`config.mk`:
```
export PLATFORM = sky130hd
export DESIGN_NAME = fir_mac_controller
export DESIGN_NICKNAME = d
export VERILOG_FILES = /design/src/rtl/fir_mac_controller.sv
export SDC_FILE = /design/constraint.sdc
export NUM_CORES = 1
export LEC_CHECK = 0
export BUFFER_PORTS_ARGS = -buffer_cell sky130_fd_sc_hd__buf_2
export CORE_AREA = 2 2 39 41
export CTS_CLUSTER_SIZE = 8
export DETAILED_ROUTE_END_ITERATION = 12
export DIE_AREA = 0 0 41 43
export PLACE_DENSITY = 0.49
export REMOVE_ABC_BUFFERS = 1
export SETUP_SLACK_MARGIN = 0.5
export SYNTH_ARGS = -nofsm -noshare
export SYNTH_HDL_FRONTEND = slang
export SYNTH_SLANG_ARGS = --single-unit
```
`constraint.sdc`:
```
create_clock -name clock -period 1.8 [get_ports clock]
set_clock_uncertainty 0.15 [all_clocks]
set_input_delay 0.36 -clock clock [delete_from_list [all_inputs] [get_ports clock]]
set_output_delay 0.36 -clock clock [all_outputs]
set_load 0.02 [all_outputs]
```
`src/rtl/fir_mac_controller.sv`:
```
// -----------------------------------------------------------------------------
// fir_mac_controller
//   Sequencing FSM for a ROM-less FIR MAC datapath. The datapath is a shift
//   register, a tap counter, a product register and an accumulator register.
//   One sample is accepted per valid/ready handshake. The controller then runs
//   coeff_size MAC cycles and one drain cycle, and presents the result until
//   downstream consumes it.
//
//   Configuration macro: FIR_CTRL_EARLY_ACCEPT_EN
//     defined   : in DONE, in_ready follows out_ready. A consume that coincides
//                 with in_valid starts the next sample directly, so the
//                 back-to-back period is coeff_size+2 cycles.
//     undefined : DONE returns to IDLE on consume. The period is
//                 coeff_size+3 cycles.
// -----------------------------------------------------------------------------
module fir_mac_controller #(
    parameter int coeff_size = 64
) (
    input  logic clock,
    input  logic reset,
    input  logic in_valid,
    output logic in_ready,
    output logic out_valid,
    input  logic out_ready,
    output logic busy,
    input  logic tc,
    output logic input_reset,
    output logic input_enable,
    output logic counter_reset,
    output logic counter_enable,
    output logic multiplier_reset,
    output logic multiplier_enable,
    output logic output_reset,
    output logic output_enable
);

    // The tap counter modulus has to be at least two for MAC/DRAIN to make sense.
    generate
        if (coeff_size < 2) begin : g_bad_coeff_size
            $error("fir_mac_controller: coeff_size must be >= 2");
        end
    endgenerate

    typedef enum logic [1:0] {
        ST_IDLE  = 2'd0,
        ST_MAC   = 2'd1,
        ST_DRAIN = 2'd2,
        ST_DONE  = 2'd3
    } state_t;

    state_t state_r;
    state_t state_next_s;

    logic accept_s;
    logic in_ready_s;
    logic out_valid_s;
    logic busy_s;
    logic counter_enable_s;
    logic multiplier_enable_s;
    logic output_enable_s;

    // State register: async clear to IDLE; reset also holds it there on each edge.
    always_ff @(posedge clock or posedge reset) begin
        if (reset) begin
            state_r <= ST_IDLE;
        end else begin
            state_r <= state_next_s;
        end
    end

    // Next-state and per-state strobe decode (Moore, plus the accept path).
    always_comb begin
        state_next_s        = state_r;
        accept_s            = 1'b0;
        in_ready_s          = 1'b0;
        out_valid_s         = 1'b0;
        busy_s              = 1'b0;
        counter_enable_s    = 1'b0;
        multiplier_enable_s = 1'b0;
        output_enable_s     = 1'b0;
        case (state_r)
            ST_IDLE: begin
                in_ready_s = 1'b1;
                if (in_valid) begin
                    accept_s     = 1'b1;
                    state_next_s = ST_MAC;
                end else begin
                    state_next_s = ST_IDLE;
                end
            end
            ST_MAC: begin
                // The product of tap k is registered as count k is left. The
                // accumulator adds the product from the previous tap.
                busy_s              = 1'b1;
                counter_enable_s    = 1'b1;
                multiplier_enable_s = 1'b1;
                output_enable_s     = 1'b1;
                if (tc) begin
                    state_next_s = ST_DRAIN;
                end else begin
                    state_next_s = ST_MAC;
                end
            end
            ST_DRAIN: begin
                // One more add picks up the product of the last tap.
                busy_s          = 1'b1;
                output_enable_s = 1'b1;
                state_next_s    = ST_DONE;
            end
            ST_DONE: begin
                out_valid_s = 1'b1;
`ifdef FIR_CTRL_EARLY_ACCEPT_EN
                in_ready_s = out_ready;
                if (out_ready) begin
                    if (in_valid) begin
                        accept_s     = 1'b1;
                        state_next_s = ST_MAC;
                    end else begin
                        state_next_s = ST_IDLE;
                    end
                end else begin
                    state_next_s = ST_DONE;
                end
`else
                in_ready_s = 1'b0;
                if (out_ready) begin
                    state_next_s = ST_IDLE;
                end else begin
                    state_next_s = ST_DONE;
                end
`endif
            end
            default: begin
                state_next_s = ST_IDLE;
            end
        endcase
    end

    // Output drive: while reset is high every datapath register is cleared and
    // all handshakes are low. Otherwise the decoded strobes are driven.
    always_comb begin
        in_ready          = 1'b0;
        out_valid         = 1'b0;
        busy              = 1'b0;
        input_reset       = 1'b0;
        input_enable      = 1'b0;
        counter_reset     = 1'b0;
        counter_enable    = 1'b0;
        multiplier_reset  = 1'b0;
        multiplier_enable = 1'b0;
        output_reset      = 1'b0;
        output_enable     = 1'b0;
        if (reset) begin
            input_reset      = 1'b1;
            counter_reset    = 1'b1;
            multiplier_reset = 1'b1;
            output_reset     = 1'b1;
        end else begin
            in_ready          = in_ready_s;
            out_valid         = out_valid_s;
            busy              = busy_s;
            // The accept loads the new sample and clears the counter, the
            // product and the accumulator. The shift history is kept.
            input_enable      = accept_s;
            counter_reset     = accept_s;
            multiplier_reset  = accept_s;
            output_reset      = accept_s;
            counter_enable    = counter_enable_s;
            multiplier_enable = multiplier_enable_s;
            output_enable     = output_enable_s;
        end
    end

endmodule
```
==> run_results.csv, run 1 <==
group,metric,value,unit
power,power.leakage,0.2440,nW
global_routing,antenna_found_initial,0,
synthesis,syn_inst,28,
placement,dp.cells,54,
power,powerDensity,1688,nW/um^2
clock_tree,cts_tree,"done",
synthesis,syn_area_per_cell,8.714,um^2
synthesis,synthAdderAreaFrac,20.51,%
power,p_sw,0.3359,mW
synthesis,syn_area,244.0,um^2
sta,min_period,1730,ps
critical_path,cp.required,1290,ps
power,vdd_ir_drop_max,0.5423,mV
critical_path,critPathKind,"flop to output port",
placement,place_hpwl,372.9,um
placement,gp_routability_congestion,0.7329,
die,io_pins,16,
global_routing,grt.overflow.total,0,
sta,rsz0062_at_grt,"true",
synthesis,synth_top_family_by_area,"simple AND/OR/NAND/NOR gates",
clock_tree,clkSlewWorstSetupHoldPaths,30,ps
die,dieArea,1763,um^2
synthesis,yosysWarningCount,0,
synthesis,synthMuxAreaShare,0,%
clock_tree,cts_root_buffer,"clkbuf_4",
die,initial_core_util,17.63,%
synthesis,synth_xor_area_share,0,%
synthesis,synth-simple-area-share,29.23,%
sta,fin_crit_sh,96.11,%
critical_path,cp-end-kind,"output port",
finish,top_register,"state_r",
synthesis,synth-compound-area-share,8.205,%
finish,mostFrequentLayoutCells,"buf_4, buf_2, buf_6",
placement,dp_slack,137.8,ps
clock_tree,clock_latency,220,ps
hold_path,min_path_type,"input port to flop",
job,maxCapViolCount,0,
global_routing,grt_max_degree,7,
global_routing,grt_pass1_vias,205,
route,wl_per_cell,9.594,um
route,drtPass1Iterations,2,
sta,setup_violations,0,
die,die_x,41,um
finish,final_common_cell,"buf_4",
sta,slew_viol_final,0,
clock_tree,clockBufferDepth,2,
global_routing,grt_use_total,7.337,%
route,routed_wl,614,um
synthesis,ys_ff_latch,2,
finish,area_growth,99.49,%
route,vias,235,
route,vias_per_cell,3.672,
global_routing,grt_pass1_wl,855,um
power,p_sw_share,40.87,%
synthesis,ys_seq_area_share,20.51,%
finish,utilization,35.17,%
finish,drive_above_1_share,75.00,%
route,drc_errors,0,
power,p_int,0.4859,mW
sta,clock.fmax,578.1,MHz
clock_tree,htree_levels,1,
critical_path,crit_arrival,1220,ps
route,ant_nets,0,
clock_tree,cts-buffers-inserted,3,
power,p_clk_share,12.0,%
finish,instances_no_fill,64,
sta,hold_viol_final,0,
power,power_frac_comb,77.3,%
sta,slew_headroom,88.55,%
sta,setup_ws,70.10,ps
clock_tree,clock_sinks,2,
finish,num_antenna_cells,0,
power,sequentialPowerShare,10.7,%
placement,port_buffers,15,
sta,worstMarginPinSlew,171.8,ps
route,initialDrtViolationCount,3,
finish,largestRegisters,"state_r: 2 flops",
sta,tns,0,ps
synthesis,synth_cell_types,11,
die,rows,14,
critical_path,start_kind,"flop",
finish,largest_reg_flops,2,
outcome,status,"completed",
die,dieHeight,43,um
finish,nets,59,
critical_path,path_max_fanout,3,
die,coreArea,1384,um^2
[what timing repair did]
item                                   in CTS  in global routing
pin swaps                                   3                  2
hold buffers                                1                  0
setup endpoints to repair                  11                 12
endpoints found under the hold margin       2                  0
resized for setup                          21                  9
setup buffers                               3                  3
[cells in the mapped netlist]
cell | count | area (um^2)
dfrtp_1 | 2 | 50.05
nor2b_1 | 5 | 31.28
nor2b_4 | 1 | 13.76
o31a_1 | 1 | 8.760
nand2b_1 | 1 | 6.260
and2_1 | 2 | 12.51
buf_4 | 5 | 37.54
ha_1 | 4 | 50.05
inv_1 | 4 | 15.01
o41a_1 | 1 | 11.26
nand2_1 | 2 | 7.510
[cell type report]
class,instances,area [um^2]
well taps,16,20.02
repair buffers,22,165.2
multi-input cells,17,214.0
fillers,137,897.1
clock buffers,3,22.52
inverters,4,15.01
flip-flops and latches,2,50.05
[logic make-up after synthesis]
logic type      Yosys count
flops                     2
buf+inv                   9
simple gates             11
compound gates            2
fa+ha+maj                 4
[power groups by stage]
stage	Sequential (mW)	Clock, mW	Combinational (mW)
6_report	0.0883	0.0983	0.635
5_1_grt	0.0899	0.110	0.693
4_1_cts	0.0886	0.105	0.518
3_5_place_dp	0.0887	0	0.356
3_3_place_gp	0.0870	0	0.361
2_1_floorplan	0.0835	0	0.257
[per-layer routing]
layer	track usage (%)	vias to the layer above	part of all wire [%]
li1	-	121	-
met1	9.355	109	40
met2	10.00	5	55
met3	4.712	0	5.0
met4	2.000	0	0
met5	0	-	0
[worst paths after layout]
path / cells after the start / slack (ps) / startpoint / endpoint
min reg2reg: 3 / 610 / state_r[1] / state_r[1]
min: 3 / 340 / tc / state_r[1]
max reg2reg: 4 / 340 / state_r[0] / state_r[0]
max in group asynchronous: 3 / 820 / reset / state_r[0]
max: 5 / 70 / state_r[0] / input_enable
min in group asynchronous: 3 / 550 / reset / state_r[1]
[through the flow]
step | cell area (um^2) | power (mW) | hold slack [ps]
detailed placement | 301.5 | 0.4445 | 129.3
floorplan | 206.4 | 0.3407 | -40.66
global placement | 301.5 | 0.4475 | 129.5
global route | 486.7 | 0.8928 | 376.0
CTS | 419.2 | 0.7120 | 312.7
finish | 486.7 | 0.8218 | 339.2
[worst max-delay path: stages (launching register included)]
cell and delay (ps):
dfrtp_1 400, inv_2 90, ha_4 140, nor2b_4 130
and2_4 140, buf_6 100
Note: power is estimated with default switching activity, not from simulation.
==> run 2, diff against run 1 <==
--- a/config.mk
+++ b/config.mk
@@ -6,11 +6,13 @@
 export NUM_CORES = 1
 export LEC_CHECK = 0
 export BUFFER_PORTS_ARGS = -buffer_cell sky130_fd_sc_hd__buf_2
+export CELL_PAD_IN_SITES_DETAIL_PLACEMENT = 0
+export CELL_PAD_IN_SITES_GLOBAL_PLACEMENT = 1
 export CORE_AREA = 2 2 39 41
 export CTS_CLUSTER_SIZE = 8
 export DETAILED_ROUTE_END_ITERATION = 12
 export DIE_AREA = 0 0 41 43
-export PLACE_DENSITY = 0.49
+export PLACE_DENSITY = 0.63
 export REMOVE_ABC_BUFFERS = 1
 export SETUP_SLACK_MARGIN = 0.5
 export SYNTH_ARGS = -nofsm -noshare
==> run 2 against run 1 <==
  * Via count increased by 4.7%
  * Combinational power grew 4.1%
  * Design area increased by 0.51%
  * Flip-flop and latch count did not move
  * Largest cell class unchanged
==> run_results.csv, run 2 (synthesized netlist as in run 1, its figures left out) <==
group,metric,value,unit
outcome,status,"completed",
route,wl_per_cell,10.16,um
critical_path,cp_slowest_cell,"dfrtp_1",
die,coreArea,1384,um^2
clock_tree,cts_tree,"done",
global_routing,antenna_found_initial,0,
die,dieArea,1763,um^2
critical_path,cp.required,1290,ps
global_routing,grt_max_degree,7,
finish,n_fill_cell,158,
power,sequentialPowerShare,10.2,%
route,vias,246,
placement,dp_slack,139.7,ps
die,die_x,41,um
global_routing,grt_pass1_wl,903,um
critical_path,path_max_fanout,3,
sta,clock.fmax,580.7,MHz
sta,fin_crit_sh,95.67,%
placement,port_buffers,15,
die,io_pins,16,
sta,slew_headroom,88.60,%
finish,num_antenna_cells,0,
finish,multi_input_area,206.4,um^2
sta,setup_ws,77.90,ps
clock_tree,cts-buffers-inserted,3,
clock_tree,clockBufferDepth,2,
finish,final_area,489.2,um^2
critical_path,path_cells,"inv_2 > ha_4 > nor2b_4 > and2_4 > buf_6",
die,dieHeight,43,um
route,drc_errors,0,
clock_tree,clkSlewWorstSetupHoldPaths,30,ps
power,vdd_ir_drop_max,0.4590,mV
power,p_clk_share,11.8,%
power,power_frac_comb,78.0,%
global_routing,grt.overflow.total,0,
route,initialDrtViolationCount,4,
clock_tree,cts_root_buffer,"clkbuf_4",
placement,dp.cells,54,
global_routing,top_usage_layer,"met2",
sta,rsz0062_at_grt,"true",
global_routing,grt_use_total,8.543,%
global_routing,use_met2,13.13,%
clock_tree,htree_levels,1,
placement,gp_routability_congestion,0.6456,
route,drtPass1Iterations,2,
power,powerDensity,1732,nW/um^2
sta,min_period,1722,ps
finish,utilization,35.35,%
finish,instances_no_fill,64,
sta,worstMarginPinSlew,171.0,ps
sta,slew_viol_final,0,
route,routed_wl,650,um
critical_path,start_kind,"flop",
route,ant_nets,0,
clock_tree,clock_sinks,2,
clock_tree,clock_latency,220,ps
power,p_int,0.5064,mW
placement,place_area,301.5,um^2
finish,area_growth,100.5,%
die,initial_core_util,17.63,%
finish,top_register,"state_r",
critical_path,cpPeakStageDelay,380,ps
sta,setup_violations,0,
finish,largest_reg_flops,2,
finish,seqCellArea,50.05,um^2
global_routing,met3_usage,6.283,%
power,power.leakage,0.2433,nW
power,p_sw_share,40.23,%
finish,largestRegisters,"state_r: 2 flops",
finish,mostFrequentLayoutCells,"buf_4, buf_2, buf_6",
power,power,0.8472,mW
power,p_sw,0.3408,mW
finish,nets,59,
sta,hold_viol_final,0,
hold_path,min_path_type,"input port to flop",
critical_path,cp-end-kind,"output port",
finish,drive_above_1_share,77.08,%
critical_path,crit_arrival,1210,ps
route,vias_per_cell,3.844,
finish,final_common_cell,"buf_4",
global_routing,grt.met1_usage,7.097,%
job,maxCapViolCount,0,
critical_path,critPathKind,"flop to output port",
global_routing,grt_pass1_vias,249,
die,rows,14,
[run 2: cell counts in the layout (fill, tap and decap cells not counted)]
No cell type changed its count.
[run 2: power by group through the flow]
| stage | Clock (mW) | Sequential, mW | Combinational [mW] |
|---|---|---|---|
| global placement | 0 | 0.0885 | 0.358 |
| global route | 0.111 | 0.0876 | 0.719 |
| finish | 0.0999 | 0.0863 | 0.661 |
| CTS | 0.108 | 0.0863 | 0.596 |
| floorplan | 0 | 0.0835 | 0.257 |
| detailed placement | 0 | 0.0892 | 0.359 |
[run 2: metrics by stage]
step           TNS [ps]  hold slack, ps
2_1_floorplan    -42.40          -40.66
3_3_place_gp          0           122.3
3_5_place_dp          0           124.1
4_1_cts               0           320.3
5_1_grt               0           345.4
6_report              0           336.4
[run 2: per-layer routing]
metal  part of all wire, %  vias to the layer above
met4                     0                        0
met5                     0                        -
met1                    38                      115
met3                   7.5                        0
li1                      -                      122
met2                    54                        9
[run 2: critical path, delay by kind of cell, from the launching register on]
kind	cells	cell delay, ps
simple gates	2	270
fa+ha+maj	1	140
flops	1	380
buf+inv	2	190
[run 2: final cells by class]
cell class	count	area share, %
flip-flops and latches	2	10.23
inverters	4	3.069
well taps	16	4.092
multi-input cells	17	42.20
clock buffers	3	4.604
repair buffers	22	35.81
[run 2: what timing repair did]
| item | 4_1_cts | 5_1_grt |
|---|---|---|
| hold buffers | 1 | 0 |
| endpoints found under the setup margin | 12 | 12 |
| gates resized for setup | 28 | 5 |
| pin swaps | 3 | 1 |
| setup buffers | 5 | 1 |
| hold endpoints to repair | 2 | 0 |
[run 2: path summary, 6_finish.rpt]
| kind | cells after the start | slack, ps | end | from |
|---|---|---|---|---|
| setup reg to reg | 4 | 300 | state_r[0] | state_r[0] |
| min in group asynchronous | 3 | 540 | state_r[1] | reset |
| max in group asynchronous | 3 | 840 | state_r[0] | reset |
| hold reg to reg | 3 | 640 | state_r[0] | state_r[1] |
| hold / removal | 3 | 340 | state_r[1] | tc |
| setup / recovery | 5 | 80 | input_enable | state_r[1] |
